===== config.mk =====
export PLATFORM = sky130hd
export DESIGN_NAME = rs_parity_strip
export DESIGN_NICKNAME = d
export VERILOG_FILES = /design/src/rtl/rs_parity_strip_pkg.sv /design/src/rtl/rs_strip_ringbuf.sv /design/src/rtl/rs_parity_strip.sv
export SDC_FILE = /design/constraint.sdc
export NUM_CORES = 1
export LEC_CHECK = 0
export BUFFER_PORTS_ARGS = -buffer_cell sky130_fd_sc_hd__buf_2
export CAP_MARGIN = 0
export CELL_PAD_IN_SITES_DETAIL_PLACEMENT = 2
export CELL_PAD_IN_SITES_GLOBAL_PLACEMENT = 2
export CORE_MARGIN = 10
export CORE_UTILIZATION = 48
export CTS_CLUSTER_DIAMETER = 50
export DETAILED_ROUTE_END_ITERATION = 7
export PLACE_DENSITY = 0.88
export SLEW_MARGIN = 10
export SYNTH_ARGS = -nofsm -noshare
export SYNTH_HDL_FRONTEND = slang
export SYNTH_HIERARCHICAL = 1
export SYNTH_SLANG_ARGS = --single-unit

===== constraint.sdc =====
create_clock -name i_clk -period 3.55 [get_ports i_clk]
set_input_delay 0.71 -clock i_clk [delete_from_list [all_inputs] [get_ports i_clk]]
set_output_delay 0.71 -clock i_clk [all_outputs]
set_load 0.02 [all_outputs]

===== src/rtl/rs_parity_strip_pkg.sv =====
// Shared rx definitions for the RS parity stripper: default parity count, FSM states, par clamp.
package rs_parity_strip_pkg;

    localparam int RS_N        = 255;
    localparam int RS_K        = 239;
    localparam int PAR_DEFAULT = RS_N - RS_K;

    typedef enum logic [1:0] {
        ST_IDLE   = 2'd0,
        ST_FILL   = 2'd1,
        ST_STREAM = 2'd2
    } state_t;

    function automatic int unsigned clamp_par(input int unsigned cfg, input int unsigned par_max);
        return (cfg > par_max) ? par_max : cfg;
    endfunction

endpackage


===== src/rtl/rs_strip_ringbuf.sv =====
// PAR_MAX-deep look-behind store; combinational read of the oldest symbol, read-before-write.
// Pointers advance together so rd_ptr always trails wr_ptr by the latched parity count.
module rs_strip_ringbuf #(
    parameter int DATA_W  = 8,
    parameter int PAR_MAX = 32,
    parameter int PAR_W   = 6
) (
    input  logic              i_clk,
    input  logic              i_rst,
    input  logic              i_wr_en,
    input  logic              i_restart,
    input  logic [PAR_W-1:0]  i_par,
    input  logic [DATA_W-1:0] i_wr_data,
    output logic [DATA_W-1:0] o_rd_data
);
    localparam int PTR_W = (PAR_MAX > 1) ? $clog2(PAR_MAX) : 1;

    logic [DATA_W-1:0] r_mem [PAR_MAX];
    logic [PTR_W-1:0]  r_wr_ptr;
    logic [PTR_W-1:0]  r_rd_ptr;
    logic [PTR_W-1:0]  w_wr_addr;
    logic [PTR_W-1:0]  w_rd_restart;

    function automatic logic [PTR_W-1:0] ptr_inc(input logic [PTR_W-1:0] p);
        return (p == PTR_W'(PAR_MAX - 1)) ? '0 : p + PTR_W'(1);
    endfunction

    // A new codeword always starts at slot 0; the read pointer is preset to (1 - par) mod PAR_MAX.
    always_comb begin
        int v;
        v = 1 + PAR_MAX - int'(i_par);
        if (v >= PAR_MAX) v = v - PAR_MAX;
        w_rd_restart = PTR_W'(v);
    end

    assign w_wr_addr = i_restart ? '0 : r_wr_ptr;
    assign o_rd_data = r_mem[r_rd_ptr];

    always_ff @(posedge i_clk) begin
        if (i_rst) begin
            r_wr_ptr <= '0;
            r_rd_ptr <= '0;
        end else if (i_wr_en) begin
            r_wr_ptr <= ptr_inc(w_wr_addr);
            r_rd_ptr <= i_restart ? w_rd_restart : ptr_inc(r_rd_ptr);
        end
    end

    always_ff @(posedge i_clk) begin
        if (i_wr_en) r_mem[w_wr_addr] <= i_wr_data;
    end

endmodule


===== src/rtl/rs_parity_strip.sv =====
// Strips trailing RS parity symbols per codeword and re-frames SOF/EOF on data; 1-cycle registered latency.
// No backpressure: every valid beat is consumed; output follows the releasing beat by one cycle.
module rs_parity_strip
    import rs_parity_strip_pkg::*;
#(
    parameter int DATA_W  = 8,
    parameter int PAR_MAX = 32,
    parameter int PAR_W   = 6,
    parameter int OCC_W   = 6
) (
    input  logic              i_clk,
    input  logic              i_rst,
    input  logic [PAR_W-1:0]  i_cfg_par,
    input  logic [DATA_W-1:0] i_rs_de_data,
    input  logic              i_rs_de_data_valid,
    input  logic              i_rs_de_sof,
    input  logic              i_rs_de_eof,
    input  logic              i_rs_de_err,
    output logic [DATA_W-1:0] o_rs_re_data,
    output logic              o_rs_re_data_valid,
    output logic              o_rs_re_sof,
    output logic              o_rs_re_eof,
    output logic              o_rs_re_err,
    output logic              o_short,
    output logic              o_trunc
);
    state_t            r_state, w_state_nxt;
    logic [OCC_W-1:0]  r_occ, w_occ_nxt, w_occ_inc;
    logic [PAR_W-1:0]  r_par, w_par_nxt, w_par_cfg;
    logic              r_first, w_first_nxt;
    logic [DATA_W-1:0] w_dat_nxt, w_rd_data;
    logic              w_vld_nxt, w_sof_nxt, w_eof_nxt, w_err_nxt, w_short_nxt, w_trunc_nxt;
    logic              w_wr_en, w_restart;

    assign w_par_cfg = PAR_W'(clamp_par(32'(i_cfg_par), PAR_MAX));
    assign w_occ_inc = r_occ + OCC_W'(1);

    rs_strip_ringbuf #(
        .DATA_W  (DATA_W),
        .PAR_MAX (PAR_MAX),
        .PAR_W   (PAR_W)
    ) u_ringbuf (
        .i_clk     (i_clk),
        .i_rst     (i_rst),
        .i_wr_en   (w_wr_en),
        .i_restart (w_restart),
        .i_par     (w_par_cfg),
        .i_wr_data (i_rs_de_data),
        .o_rd_data (w_rd_data)
    );

    always_comb begin
        w_state_nxt = r_state;
        w_occ_nxt   = r_occ;
        w_par_nxt   = r_par;
        w_first_nxt = r_first;
        w_dat_nxt   = o_rs_re_data;
        w_vld_nxt   = 1'b0;
        w_sof_nxt   = 1'b0;
        w_eof_nxt   = 1'b0;
        w_err_nxt   = 1'b0;
        w_short_nxt = 1'b0;
        w_trunc_nxt = 1'b0;
        w_wr_en     = 1'b0;
        w_restart   = 1'b0;

        if (i_rs_de_data_valid) begin
            if (i_rs_de_sof) begin
                w_wr_en     = 1'b1;
                w_restart   = 1'b1;
                w_par_nxt   = w_par_cfg;
                w_occ_nxt   = OCC_W'(1);
                w_first_nxt = 1'b1;
                w_trunc_nxt = (r_state != ST_IDLE);
                if (w_par_cfg == '0) begin
                    // Zero parity: the SOF symbol is data and leaves immediately.
                    w_vld_nxt   = 1'b1;
                    w_sof_nxt   = 1'b1;
                    w_dat_nxt   = i_rs_de_data;
                    w_first_nxt = 1'b0;
                    w_state_nxt = ST_STREAM;
                    if (i_rs_de_eof) begin
                        w_eof_nxt   = 1'b1;
                        w_err_nxt   = i_rs_de_err;
                        w_occ_nxt   = '0;
                        w_state_nxt = ST_IDLE;
                    end
                end else if (i_rs_de_eof) begin
                    w_short_nxt = 1'b1;
                    w_first_nxt = 1'b0;
                    w_occ_nxt   = '0;
                    w_state_nxt = ST_IDLE;
                end else begin
                    w_state_nxt = (w_par_cfg == PAR_W'(1)) ? ST_STREAM : ST_FILL;
                end
            end else begin
                case (r_state)
                    ST_FILL: begin
                        w_wr_en   = 1'b1;
                        w_occ_nxt = w_occ_inc;
                        if (i_rs_de_eof) begin
                            w_short_nxt = 1'b1;
                            w_first_nxt = 1'b0;
                            w_occ_nxt   = '0;
                            w_state_nxt = ST_IDLE;
                        end else if (32'(w_occ_inc) == 32'(r_par)) begin
                            w_state_nxt = ST_STREAM;
                        end
                    end
                    ST_STREAM: begin
                        w_wr_en     = 1'b1;
                        w_vld_nxt   = 1'b1;
                        w_dat_nxt   = (r_par == '0) ? i_rs_de_data : w_rd_data;
                        w_sof_nxt   = r_first;
                        w_first_nxt = 1'b0;
                        if (i_rs_de_eof) begin
                            w_eof_nxt   = 1'b1;
                            w_err_nxt   = i_rs_de_err;
                            w_occ_nxt   = '0;
                            w_state_nxt = ST_IDLE;
                        end
                    end
                    default: ;
                endcase
            end
        end
    end

    always_ff @(posedge i_clk) begin
        if (i_rst) begin
            r_state            <= ST_IDLE;
            r_occ              <= '0;
            r_par              <= '0;
            r_first            <= 1'b0;
            o_rs_re_data       <= '0;
            o_rs_re_data_valid <= 1'b0;
            o_rs_re_sof        <= 1'b0;
            o_rs_re_eof        <= 1'b0;
            o_rs_re_err        <= 1'b0;
            o_short            <= 1'b0;
            o_trunc            <= 1'b0;
        end else begin
            r_state            <= w_state_nxt;
            r_occ              <= w_occ_nxt;
            r_par              <= w_par_nxt;
            r_first            <= w_first_nxt;
            o_rs_re_data       <= w_dat_nxt;
            o_rs_re_data_valid <= w_vld_nxt;
            o_rs_re_sof        <= w_sof_nxt;
            o_rs_re_eof        <= w_eof_nxt;
            o_rs_re_err        <= w_err_nxt;
            o_short            <= w_short_nxt;
            o_trunc            <= w_trunc_nxt;
        end
    end

endmodule


==> impl_metrics.toml <==
[grt]
grt_pass1_wl_um = 55400
grt_max_degree = 65
grt_remaining_overflow = 0
grt_pass1_vias = 7573
antenna_found_initial = 0
grt_usage_pct = 24.2

[timing]
finalClockSkew_ns = 0.0289
slew_headroom_pct = 32.3
setup_viol = 0
final_hold_viol_count = 0
fin_crit_ns = 3.32
finalMaxSlewViolations = 0
finalCritPeriodShare_pct = 93.6
setup_tns_ns = 0
fmax_mhz = 301
hold_ws_ns = 0.435
grt_setup_unrepaired = "false"
tightest_slew_ns = 1.01

[routing]
route.detailed.drc = 0
wl_met1_um = 14100
dr_wl_met2_um = 19800
via_per_inst = 6.33
top_layer = "met4"
num_vias = 6886
routed_wl_um = 37800
drt_iter0_drc = 620
ant_nets = 0
wl_met3_um = 2410
firstDrtPassIters = 5
wl_per_cell_um = 34.7

[clock_tree]
path_clk_slew_ns = 0.07
cts_buffers = 35
cts_tree = "yes"
htree_levels = 2
root_buffer = "clkbuf_16"
post_cts_buffers = 0
insertion_delay_ns = 0.53
cts.sinks = 300
cts_resized = 0
clockBufferDepth = 3
hold_buffers = 0

[pwr]
clockPowerShare_pct = 45.3
p_seq_share_pct = 48.2
power-per-cell-area_mw_per_mm2 = 580
switchingPower_mw = 1.85
ir_drop_v = 0.000542
swShare_pct = 22.9
power_leakage_nw = 4.49
combPwrFrac_pct = 6.5
cellInternalPower_mw = 6.23

[finish]
final_cell_mix = "edfxtp_1, mux4_2, nor2_1"
mostFrequentLayoutCell = "edfxtp_1"
area_growth_pct = 14.5
layout.nets = 762
n_antenna_cell = 0
drive_above_1_share_pct = 27.2

[setup_path]
cp_cell_sequence = "inv_1 > ha_1 > o21a_1 > nand2_1 > nor2_1"
start_kind = "flip-flop"
worstPathArrival_ns = 3.45
crit_fanout = 21
worstSetupPathType = "reg -> reg"
critPathCaptureType = "flip-flop"
cp_slowest_cell = "nor2_1"
worstPathRequired_ns = 3.67
crit_path_max_incr_delay_ns = 0.95

[die]
die_w_um = 179
ios = 34
start_util_pct = 48.6
die_y_um = 179
die-area_mm2 = 0.0321
num_rows = 58
core_region_area_mm2 = 0.0250

[run]
cap_violations = 0

[yosys]
syn_area_per_cell_um2 = 18.1
synthCells = 672
yosysWarnings = 6
netlist_area_mm2 = 0.0122
synth_fp_nets = 703

[placed_design]
dp_hpwl_um = 22800
portBuffers = 33
globalplace.congestion = 0.818

[worst_hold_path]
hp-class = "in -> reg"

[status]
status = "finished, final reports clean"
==> per-layer routing <==
layer,track usage [%],up-vias
met1,29.1,3706
li1,-,2800
met4,9.33,0
met5,0,-
met2,42.2,306
met3,4.59,74
==> stage by stage <==
step | cell area (um2) | worst slack, ns | util, % | cells | total power [mW]
after floorplan | 12200 | 0.731 | - | 672 | 4.25
after global placement | 12800 | 0.444 | 51.0 | 1024 | 4.41
after detailed placement | 12800 | 0.0167 | 51.0 | 1024 | 4.46
after CTS | 13900 | 0.255 | 55.6 | 1087 | 8.13
after global routing | 13900 | 0.114 | 55.6 | 1087 | 8.30
final | 13900 | 0.227 | 55.6 | 1087 | 8.08
==> state kept, by name, indices dropped and copies added (netlist names), named ones only <==
register,cells
u_ringbuf/r_rd_ptr,5
r_occ,6
r_first,1
u_ringbuf/r_wr_ptr,5
r_par,6
o_trunc,1
o_short,1
r_state,2
o_rs_re_data,8
o_rs_re_err,1
o_rs_re_eof,1
o_rs_re_data_valid,1
o_rs_re_sof,1
u_ringbuf/r_mem,256
==> critical path: cells and delay by family (launching register included) <==
family	cells	cell delay, ns
compound gates	1	0.65
fa+ha+maj	1	0.31
simple gates	2	1.53
flops	1	0.36
buf+inv	1	0.09
==> final cells by class <==
class,count,area [um2]
Timing Repair Buffer,53,353
Inverter,12,45.0
Fill cell,2142,11100
Clock inverter,23,241
Clock buffer,40,916
Multi-Input combinational cell,329,3380
Tap cell,330,413
Sequential cell,300,8570
==> path summary, 6_finish.rpt <==
kind              cells after the start                     to   startpoint  slack, ns
setup / recovery                      5  u_ringbuf/r_mem[0][4]   r_state[1]       0.23
setup reg to reg                      5  u_ringbuf/r_mem[0][4]   r_state[1]       0.23
hold reg to reg                       1            o_rs_re_sof      r_first       0.51
hold / removal                        2            o_rs_re_err  i_rs_de_err       0.44
==> power groups by stage <==
stage / logic, mW / registers (mW) / clock network [mW]
after floorplan: 0.318 / 3.94 / 0
after global placement: 0.459 / 3.95 / 0
after detailed placement: 0.502 / 3.96 / 0
after CTS: 0.522 / 3.89 / 3.72
after global routing: 0.551 / 3.89 / 3.86
final: 0.525 / 3.89 / 3.66
No activity file was read; power rests on OpenSTA's default activity.
